<file path="src/rtl/core_pkg.sv">
// Shared types and encodings for the multicycle RV32I-subset core.
// Holds the FSM state type, ALU operation type, decoded instruction kinds,
// the opcode/funct constants, and the decode/immediate helper functions.
package core_pkg;

  localparam int unsigned NUM_REGS = 32;
  localparam int unsigned REG_IDX_W = 5;

  // Major opcodes
  localparam logic [6:0] OP_R      = 7'b0110011;
  localparam logic [6:0] OP_I      = 7'b0010011;
  localparam logic [6:0] OP_LOAD   = 7'b0000011;
  localparam logic [6:0] OP_STORE  = 7'b0100011;
  localparam logic [6:0] OP_BRANCH = 7'b1100011;
  localparam logic [6:0] OP_LUI    = 7'b0110111;
  localparam logic [6:0] OP_JAL    = 7'b1101111;

  // funct3 / funct7 values of the supported subset
  localparam logic [2:0] F3_ADD_SUB = 3'b000;
  localparam logic [2:0] F3_WORD    = 3'b010;
  localparam logic [2:0] F3_BEQ     = 3'b000;
  localparam logic [2:0] F3_BNE     = 3'b001;
  localparam logic [6:0] F7_BASE    = 7'b0000000;
  localparam logic [6:0] F7_SUB     = 7'b0100000;

  typedef enum logic [2:0] {
    FETCH,
    DECODE,
    EXECUTE,
    MEM,
    WRITEBACK,
    TRAP
  } state_t;

  typedef enum logic [1:0] {
    ADD,
    SUB,
    PASS_B
  } alu_op_t;

  typedef enum logic [3:0] {
    I_ADD,
    I_SUB,
    I_ADDI,
    I_LUI,
    I_LW,
    I_SW,
    I_BEQ,
    I_BNE,
    I_JAL,
    I_ILLEGAL
  } instr_t;

  // Classify an instruction; anything outside the subset is I_ILLEGAL.
  function automatic instr_t decode_instr(input logic [6:0] opcode,
                                          input logic [2:0] funct3,
                                          input logic [6:0] funct7);
    instr_t kind;
    kind = I_ILLEGAL;
    case (opcode)
      OP_R: begin
        if (funct3 == F3_ADD_SUB) begin
          if (funct7 == F7_BASE) kind = I_ADD;
          else if (funct7 == F7_SUB) kind = I_SUB;
        end
      end
      OP_I:      if (funct3 == F3_ADD_SUB) kind = I_ADDI;
      OP_LOAD:   if (funct3 == F3_WORD) kind = I_LW;
      OP_STORE:  if (funct3 == F3_WORD) kind = I_SW;
      OP_BRANCH: begin
        if (funct3 == F3_BEQ) kind = I_BEQ;
        else if (funct3 == F3_BNE) kind = I_BNE;
      end
      OP_LUI:    kind = I_LUI;
      OP_JAL:    kind = I_JAL;
      default:   kind = I_ILLEGAL;
    endcase
    return kind;
  endfunction

  // Sign-extended immediate selected by instruction format (U is pre-shifted).
  function automatic logic [31:0] gen_imm(input logic [31:0] ir);
    logic [31:0] imm;
    imm = '0;
    case (ir[6:0])
      OP_I, OP_LOAD: imm = {{20{ir[31]}}, ir[31:20]};
      OP_STORE:      imm = {{20{ir[31]}}, ir[31:25], ir[11:7]};
      OP_BRANCH:     imm = {{20{ir[31]}}, ir[7], ir[30:25], ir[11:8], 1'b0};
      OP_LUI:        imm = {ir[31:12], 12'b0};
      OP_JAL:        imm = {{12{ir[31]}}, ir[19:12], ir[20], ir[30:21], 1'b0};
      default:       imm = '0;
    endcase
    return imm;
  endfunction

endpackage

</file>
<file path="src/rtl/core_alu.sv">
// Combinational ALU for the multicycle core.
// Ports: op (ADD/SUB/PASS_B), a, b operands; result, and zero (result == 0).
module core_alu
  import core_pkg::*;
#(
  parameter int unsigned DATA_WIDTH = 32
) (
  input  alu_op_t               op,
  input  logic [DATA_WIDTH-1:0] a,
  input  logic [DATA_WIDTH-1:0] b,
  output logic [DATA_WIDTH-1:0] result,
  output logic                  zero
);

  always_comb begin
    result = '0;
    case (op)
      ADD:     result = a + b;
      SUB:     result = a - b;
      PASS_B:  result = b;
      default: result = '0;
    endcase
  end

  assign zero = (result == '0);

endmodule

</file>
<file path="src/rtl/multicycle_core.sv">
// Multicycle RV32I-subset core (ADD, SUB, ADDI, LUI, LW, SW, BEQ, BNE, JAL)
// sequenced FETCH -> DECODE -> EXECUTE -> [MEM] -> [WRITEBACK], with a
// sticky TRAP state for illegal or misaligned operations.
// Ports:
//   clk, rst        clock and synchronous active-low reset
//   mem_req/mem_we  unified memory request (read or store), held until mem_ready
//   mem_addr        byte address (low ADDRESS_WIDTH bits)
//   mem_wdata       store data; mem_rdata read data valid with mem_ready
//   a0              live value of register x10
//   trap            core halted
module multicycle_core
  import core_pkg::*;
#(
  parameter int unsigned DATA_WIDTH    = 32,
  parameter int unsigned ADDRESS_WIDTH = 16,
  parameter logic [31:0] RESET_PC      = 32'h0
) (
  input  logic                     clk,
  input  logic                     rst,
  output logic                     mem_req,
  output logic                     mem_we,
  output logic [ADDRESS_WIDTH-1:0] mem_addr,
  output logic [DATA_WIDTH-1:0]    mem_wdata,
  input  logic [DATA_WIDTH-1:0]    mem_rdata,
  input  logic                     mem_ready,
  output logic [DATA_WIDTH-1:0]    a0,
  output logic                     trap
);

  state_t                state;
  logic [DATA_WIDTH-1:0] pc;
  logic [DATA_WIDTH-1:0] ir;
  logic [DATA_WIDTH-1:0] a_reg;
  logic [DATA_WIDTH-1:0] b_reg;
  logic [DATA_WIDTH-1:0] imm;
  logic [DATA_WIDTH-1:0] alu_out;
  logic [DATA_WIDTH-1:0] mdr;
  logic [DATA_WIDTH-1:0] regs [NUM_REGS];

  // Instruction fields
  logic [6:0]           opcode;
  logic [2:0]           funct3;
  logic [6:0]           funct7;
  logic [REG_IDX_W-1:0] rs1;
  logic [REG_IDX_W-1:0] rs2;
  logic [REG_IDX_W-1:0] rd;
  instr_t               instr;

  assign opcode = ir[6:0];
  assign rd     = ir[11:7];
  assign funct3 = ir[14:12];
  assign rs1    = ir[19:15];
  assign rs2    = ir[24:20];
  assign funct7 = ir[31:25];
  assign instr  = decode_instr(opcode, funct3, funct7);

  // Datapath
  alu_op_t               alu_op;
  logic [DATA_WIDTH-1:0] alu_a;
  logic [DATA_WIDTH-1:0] alu_b;
  logic [DATA_WIDTH-1:0] alu_result;
  logic                  alu_zero;
  logic [DATA_WIDTH-1:0] pc_plus4;
  logic [DATA_WIDTH-1:0] pc_target;
  logic                  br_taken;
  logic [DATA_WIDTH-1:0] br_next;
  logic [DATA_WIDTH-1:0] wb_data;
  logic [DATA_WIDTH-1:0] wb_pc;
  logic                  rf_we;

  assign pc_plus4  = pc + DATA_WIDTH'(4);
  assign pc_target = pc + imm;
  // Branch compare reuses the ALU subtract; zero means rs1 == rs2
  assign br_taken  = (instr == I_BEQ) ? alu_zero : !alu_zero;
  assign br_next   = br_taken ? pc_target : pc_plus4;
  assign wb_data   = (instr == I_LW) ? mdr : alu_out;
  // JAL already moved the PC in EXECUTE
  assign wb_pc     = (instr == I_JAL) ? pc : pc_plus4;
  assign rf_we     = (state == WRITEBACK) && (rd != '0);
  assign a0        = regs[10];

  // ALU operand and operation select
  always_comb begin
    alu_op = ADD;
    alu_a  = a_reg;
    alu_b  = imm;
    case (instr)
      I_ADD: alu_b = b_reg;
      I_SUB: begin
        alu_op = SUB;
        alu_b  = b_reg;
      end
      I_LUI: alu_op = PASS_B;
      I_BEQ, I_BNE: begin
        alu_op = SUB;
        alu_b  = b_reg;
      end
      I_JAL: begin
        alu_a = pc;
        alu_b = DATA_WIDTH'(4);
      end
      default: ;
    endcase
  end

  core_alu #(
    .DATA_WIDTH (DATA_WIDTH)
  ) u_alu (
    .op     (alu_op),
    .a      (alu_a),
    .b      (alu_b),
    .result (alu_result),
    .zero   (alu_zero)
  );

  // Register file: asynchronous read, clocked write; x0 is never written
  always_ff @(posedge clk) begin
    if (!rst) begin
      for (int i = 0; i < NUM_REGS; i++) begin
        regs[i] <= '0;
      end
    end else if (rf_we) begin
      regs[rd] <= wb_data;
    end
  end

  // Control FSM with registered memory-port and trap outputs
  always_ff @(posedge clk) begin
    if (!rst) begin
      state     <= FETCH;
      pc        <= RESET_PC;
      ir        <= '0;
      a_reg     <= '0;
      b_reg     <= '0;
      imm       <= '0;
      alu_out   <= '0;
      mdr       <= '0;
      trap      <= 1'b0;
      mem_req   <= 1'b1;
      mem_we    <= 1'b0;
      mem_addr  <= RESET_PC[ADDRESS_WIDTH-1:0];
      mem_wdata <= '0;
    end else begin
      case (state)
        FETCH: begin
          if (mem_ready) begin
            ir      <= mem_rdata;
            mem_req <= 1'b0;
            state   <= DECODE;
          end
        end

        DECODE: begin
          a_reg <= regs[rs1];
          b_reg <= regs[rs2];
          imm   <= gen_imm(ir);
          state <= EXECUTE;
        end

        EXECUTE: begin
          case (instr)
            I_ADD, I_SUB, I_ADDI, I_LUI: begin
              alu_out <= alu_result;
              state   <= WRITEBACK;
            end
            I_LW, I_SW: begin
              alu_out <= alu_result;
              if (alu_result[1:0] != 2'b00) begin
                trap  <= 1'b1;
                state <= TRAP;
              end else begin
                mem_req   <= 1'b1;
                mem_we    <= (instr == I_SW);
                mem_addr  <= alu_result[ADDRESS_WIDTH-1:0];
                mem_wdata <= b_reg;
                state     <= MEM;
              end
            end
            I_BEQ, I_BNE: begin
              if (br_taken && (pc_target[1:0] != 2'b00)) begin
                trap  <= 1'b1;
                state <= TRAP;
              end else begin
                pc       <= br_next;
                mem_req  <= 1'b1;
                mem_addr <= br_next[ADDRESS_WIDTH-1:0];
                state    <= FETCH;
              end
            end
            I_JAL: begin
              if (pc_target[1:0] != 2'b00) begin
                trap  <= 1'b1;
                state <= TRAP;
              end else begin
                alu_out <= alu_result;
                pc      <= pc_target;
                state   <= WRITEBACK;
              end
            end
            default: begin
              trap  <= 1'b1;
              state <= TRAP;
            end
          endcase
        end

        MEM: begin
          if (mem_ready) begin
            mem_we <= 1'b0;
            if (instr == I_LW) begin
              mdr     <= mem_rdata;
              mem_req <= 1'b0;
              state   <= WRITEBACK;
            end else begin
              // Store done: request stays up and turns into the next fetch
              pc       <= pc_plus4;
              mem_addr <= pc_plus4[ADDRESS_WIDTH-1:0];
              state    <= FETCH;
            end
          end
        end

        WRITEBACK: begin
          pc       <= wb_pc;
          mem_req  <= 1'b1;
          mem_addr <= wb_pc[ADDRESS_WIDTH-1:0];
          state    <= FETCH;
        end

        TRAP: begin
          mem_req <= 1'b0;
          mem_we  <= 1'b0;
          trap    <= 1'b1;
        end

        default: begin
          mem_req <= 1'b0;
          trap    <= 1'b1;
          state   <= TRAP;
        end
      endcase
    end
  end

endmodule
</file>
<file path="config.mk">
export PLATFORM = sky130hd
export DESIGN_NAME = multicycle_core
export DESIGN_NICKNAME = d
export VERILOG_FILES = /design/src/rtl/core_pkg.sv /design/src/rtl/core_alu.sv /design/src/rtl/multicycle_core.sv
export SDC_FILE = /design/constraint.sdc
export NUM_CORES = 2
export LEC_CHECK = 0
export BUFFER_PORTS_ARGS = -buffer_cell sky130_fd_sc_hd__buf_2
export CAP_MARGIN = 20
export CORE_MARGIN = 2
export CORE_UTILIZATION = 30
export CTS_CLUSTER_DIAMETER = 40
export DETAILED_ROUTE_END_ITERATION = 8
export PLACE_DENSITY = 0.53
export SLEW_MARGIN = 20
export SYNTH_ARGS = -nofsm -noshare
export SYNTH_HDL_FRONTEND = slang
export SYNTH_SLANG_ARGS = --single-unit
</file>
<file path="constraint.sdc">
create_clock -name clk -period 7.82 [get_ports clk]
set_clock_uncertainty 0.15 [all_clocks]
set_input_delay 1.564 -clock clk [delete_from_list [all_inputs] [get_ports clk]]
set_output_delay 1.564 -clock clk [all_outputs]
set_load 0.03 [all_outputs]
</file>
==> run_summary.xml <==
<?xml version="1.0" encoding="UTF-8"?>
<metrics>
  <group name="clocking">
    <metric name="cts_root_buf" unit="">sky130_fd_sc_hd__clkbuf_16</metric>
    <metric name="tritoncts" unit="">yes</metric>
    <metric name="total_number_of_clock_tree_sinks" unit="">1302</metric>
    <metric name="later_pin_clock_latency_in_the_skew_report" unit="ps">860</metric>
    <metric name="ctsLongestPathBuffers" unit="">3</metric>
    <metric name="cts_hold_buf" unit="">0</metric>
    <metric name="reg_clk_slew_reported_paths" unit="ps">50</metric>
    <metric name="tritoncts.num_buffers" unit="">209</metric>
    <metric name="cts.htree.levels" unit="">4</metric>
  </group>
  <group name="timing">
    <metric name="slew-limit-headroom" unit="">0.206</metric>
    <metric name="setup_repair_after_global_routing_missed_its_margin" unit="">true</metric>
    <metric name="total_neg_setup_slack" unit="ps">0</metric>
    <metric name="worst_pin_slew" unit="ps">1190</metric>
    <metric name="timing.final.setup_violations" unit="">0</metric>
    <metric name="timing.final.max_slew_violations" unit="">0</metric>
    <metric name="finalCriticalPeriod" unit="ps">7660</metric>
    <metric name="timing.final.crit_share" unit="">0.980</metric>
    <metric name="max_freq" unit="MHz">131</metric>
    <metric name="setup_ws" unit="ps">159</metric>
    <metric name="final_hold_viol_count" unit="">0</metric>
  </group>
  <group name="synthesis">
    <metric name="synth_compound_gate_area_share" unit="">0.0658</metric>
    <metric name="synth_mux_area_frac" unit="">0.231</metric>
    <metric name="synth-simple-area-share" unit="">0.121</metric>
    <metric name="netlist_area" unit="um2">68900</metric>
    <metric name="cell_types_occupying_the_most_area_after_synthesis" unit="">sky130_fd_sc_hd__edfxtp_1, sky130_fd_sc_hd__mux4_2, sky130_fd_sc_hd__dfxtp_1</metric>
    <metric name="synth.ff_latch_count" unit="">1302</metric>
    <metric name="warnings_synthesis" unit="">0</metric>
    <metric name="synthFlopType" unit="">sky130_fd_sc_hd__edfxtp_1</metric>
    <metric name="yosysSeqAreaShare" unit="">0.527</metric>
    <metric name="post-synth-top-area-fraction" unit="">0.446</metric>
    <metric name="async_reset_ff_frac" unit="">0</metric>
    <metric name="synthesis.area_per_instance" unit="um2">12.4</metric>
    <metric name="synth_edf_count" unit="">1024</metric>
    <metric name="synth_top_family_by_area" unit="">multiplexers</metric>
    <metric name="post_synth_fa_ha_maj_area_fraction" unit="">0.0122</metric>
    <metric name="post-synth-top-area-cell" unit="">sky130_fd_sc_hd__edfxtp_1</metric>
    <metric name="post_synth_xor_area_fraction" unit="">0.0124</metric>
    <metric name="synth_cell_types" unit="">97</metric>
    <metric name="post_synth_inst_count" unit="">5558</metric>
  </group>
  <group name="setup_path">
    <metric name="worstSetupStartpointType" unit="">register</metric>
    <metric name="worst_setup_path_end_kind" unit="">register</metric>
    <metric name="timing.critical_path.slowest_stage_cell" unit="">sky130_fd_sc_hd__or4b_4</metric>
    <metric name="worstPathMaxFanout" unit="">8</metric>
    <metric name="critical_path_required" unit="ps">8320</metric>
    <metric name="worst-setup-path-type" unit="">register to register</metric>
    <metric name="cp_common_cell" unit="">sky130_fd_sc_hd__nand4_1</metric>
    <metric name="delay_contributed_by_the_slowest_stage_of_the_critical_path" unit="ps">530</metric>
    <metric name="worst-endpoint-arrival" unit="ps">8160</metric>
  </group>
  <group name="worst_hold_path">
    <metric name="timing.hold.worst.class" unit="">register to register</metric>
  </group>
  <group name="floorplanning">
    <metric name="number_of_top_level_pins" unit="">118</metric>
    <metric name="overall_die_width" unit="um">483</metric>
    <metric name="dieHeight" unit="um">483</metric>
    <metric name="placement_rows" unit="">175</metric>
    <metric name="design.die.area" unit="um2">234000</metric>
    <metric name="effective_utilization_at_floorplan" unit="">0.302</metric>
    <metric name="core" unit="um2">228000</metric>
  </group>
  <group name="power">
    <metric name="irDropWorstVdd" unit="V">0.000237</metric>
    <metric name="cellPowerDensity" unit="nW/um2">256</metric>
    <metric name="power.static_leakage" unit="nW">27.0</metric>
    <metric name="total_design_power" unit="mW">21.1</metric>
  </group>
  <group name="placed_design">
    <metric name="place_ws" unit="ps">5.39</metric>
    <metric name="place.gp.congestion" unit="">0.913</metric>
    <metric name="port_buffers" unit="">117</metric>
    <metric name="dp_hpwl" unit="um">159000</metric>
  </group>
  <group name="layout">
    <metric name="largest-register" unit="">regs</metric>
    <metric name="drive_above_1_share" unit="">0.276</metric>
    <metric name="layout.filler_cells" unit="">21716</metric>
    <metric name="finish.net_count" unit="">5778</metric>
    <metric name="synthToLayoutAreaGrowth" unit="%">19.8</metric>
    <metric name="largest_reg_flops" unit="">1024</metric>
  </group>
  <group name="run_status">
    <metric name="run_status" unit="">complete, no violations</metric>
  </group>
  <group name="grt">
    <metric name="number_of_global_route_vias_before_repair" unit="">49461</metric>
    <metric name="grt-ovfl-total" unit="">0</metric>
    <metric name="global_route.usage.met2" unit="">0.348</metric>
    <metric name="grt_use_met3" unit="">0.0486</metric>
    <metric name="global_route_wire_length_before_repair" unit="um">364000</metric>
    <metric name="globalRoute.busiestLayer" unit="">met2</metric>
    <metric name="met1_track_usage_gr" unit="">0.285</metric>
    <metric name="groute.usage.overall" unit="">0.214</metric>
    <metric name="maximum_number_of_pins_on_one_net_before_global_route_repair" unit="">129</metric>
    <metric name="antenna_found_initial" unit="">7</metric>
  </group>
  <group name="detailed_routing">
    <metric name="initialDrtViolationCount" unit="">6380</metric>
    <metric name="route.antenna.remaining_nets" unit="">0</metric>
    <metric name="via_per_inst" unit="">5.68</metric>
    <metric name="post_drt_wl_per_cell" unit="um">29.1</metric>
    <metric name="vias" unit="">50376</metric>
    <metric name="drt_drc_violations_left" unit="">0</metric>
    <metric name="detail_route.wirelength" unit="um">258000</metric>
    <metric name="drt-pass1-iter-count" unit="">6</metric>
  </group>
  <group name="job">
    <metric name="cap_viol_max_count" unit="">0</metric>
  </group>
</metrics>
## where the power goes
| part | switching (mW) | leakage, nW | internal, mW |
|---|---|---|---|
| registers | 0.300 | 12.8 | 7.73 |
| logic | 1.95 | 10.6 | 1.45 |
| clock network | 3.63 | 3.52 | 6.04 |
| total | 5.88 | 27.0 | 15.2 |
## cells in the mapped netlist, drive strengths merged, types with 15 or more instances
library cell and number:
nor2 1249, edfxtp 1024, mux4 640, nand2 487
clkbuf 440, a21oi 294, dfxtp 278, mux2i 141
a211oi 107, o21ai 106, buf 85, ha 64
xnor2 57, nor3 54, nand3 53, and3 40
xor2 40, a31oi 29, a21o 28, inv 28
nand2b 20, nor2b 20, a22oi 18, o211ai 15
o21a 15, or3 15
## worst max-delay path: cells and delay by family, from the launching register on
family          cells  cell delay (ps)
mux                 2              710
fa+ha+maj           2              520
xor+xnor            2              320
buf+inv             3              470
flops               1              310
compound gates     10             1810
simple gates       13             3170
## routing by layer
layer	vias up	routed length, um	part of all wire
li1	21200	-	-
met1	25995	103000	0.40
met2	2717	122000	0.47
met3	458	24600	0.095
met4	6	7730	0.030
met5	-	41	0.00016
## layout make-up
| type | count | area, um2 | area share |
|---|---|---|---|
| Inverter | 28 | 113 | 0.00136 |
| Clock buffer | 235 | 5460 | 0.0661 |
| Tap cell | 3009 | 3760 | 0.0456 |
| Clock inverter | 161 | 1930 | 0.0233 |
| Antenna cell | 2 | 5.00 | 0.0000606 |
| Multi-Input combinational cell | 3734 | 31600 | 0.383 |
| Timing Repair Buffer | 402 | 3320 | 0.0402 |
| Sequential cell | 1302 | 36300 | 0.440 |
## cell usage in the layout, fill, tap and decap left out, types with 20 or more instances in the layout
cell type and instances:
sky130_fd_sc_hd__nor2_1 1240, sky130_fd_sc_hd__xnor2_1 56, sky130_fd_sc_hd__inv_1 27, sky130_fd_sc_hd__a21oi_1 284
sky130_fd_sc_hd__edfxtp_1 1024, sky130_fd_sc_hd__clkinv_1 20, sky130_fd_sc_hd__clkinv_2 31, sky130_fd_sc_hd__xor2_1 38
sky130_fd_sc_hd__and3_1 40, sky130_fd_sc_hd__mux2i_1 108, sky130_fd_sc_hd__buf_2 116, sky130_fd_sc_hd__mux2i_4 33
sky130_fd_sc_hd__a21o_1 27, sky130_fd_sc_hd__ha_1 63, sky130_fd_sc_hd__clkinvlp_4 32, sky130_fd_sc_hd__mux4_2 640
sky130_fd_sc_hd__conb_1 32, sky130_fd_sc_hd__nand3_1 52, sky130_fd_sc_hd__nand2_2 62, sky130_fd_sc_hd__o21ai_0 92
sky130_fd_sc_hd__nand2_1 424, sky130_fd_sc_hd__buf_4 247, sky130_fd_sc_hd__a31oi_1 25, sky130_fd_sc_hd__dfxtp_1 266
sky130_fd_sc_hd__bufinv_16 29, sky130_fd_sc_hd__nor3_1 45, sky130_fd_sc_hd__clkbuf_16 219, sky130_fd_sc_hd__a211oi_1 102
## final timing paths
kind,startpoint,end,slack [ps],cells past startpoint
max reg2reg,ir[4],pc[29],160,32
max,ir[4],pc[29],160,32
min reg2reg,mem_wdata[18],mem_wdata[18],300,2
min,mem_wdata[18],mem_wdata[18],300,2
## logic make-up after synthesis
family / count (synthesis)
AO/OA/AOI/OAI: 718
XOR/XNOR: 97
adder cells (fa/ha/maj): 66
buffers and inverters: 553
flip-flops: 1302
multiplexers: 792
other: 1
AND/OR/NAND/NOR: 2029
## per-stage QoR
step | instances | utilization | hold slack [ps] | cell area, um2
floorplan | 5589 | - | 286 | 69200
global placement | 8444 | 0.326 | 288 | 74300
detailed placement | 8448 | 0.326 | 294 | 74400
CTS | 8844 | 0.359 | 301 | 81800
global route | 8873 | 0.362 | 319 | 82600
finish | 8873 | 0.362 | 299 | 82600
## timing repair
action / in CTS / in global routing
setup buffers: 0 / 9
setup endpoints to repair: 1 / 51
pin swaps: 0 / 28
gates cloned: 0 / 0
resized for setup: 1 / 67
Note: power is estimated with default switching activity, not from simulation.
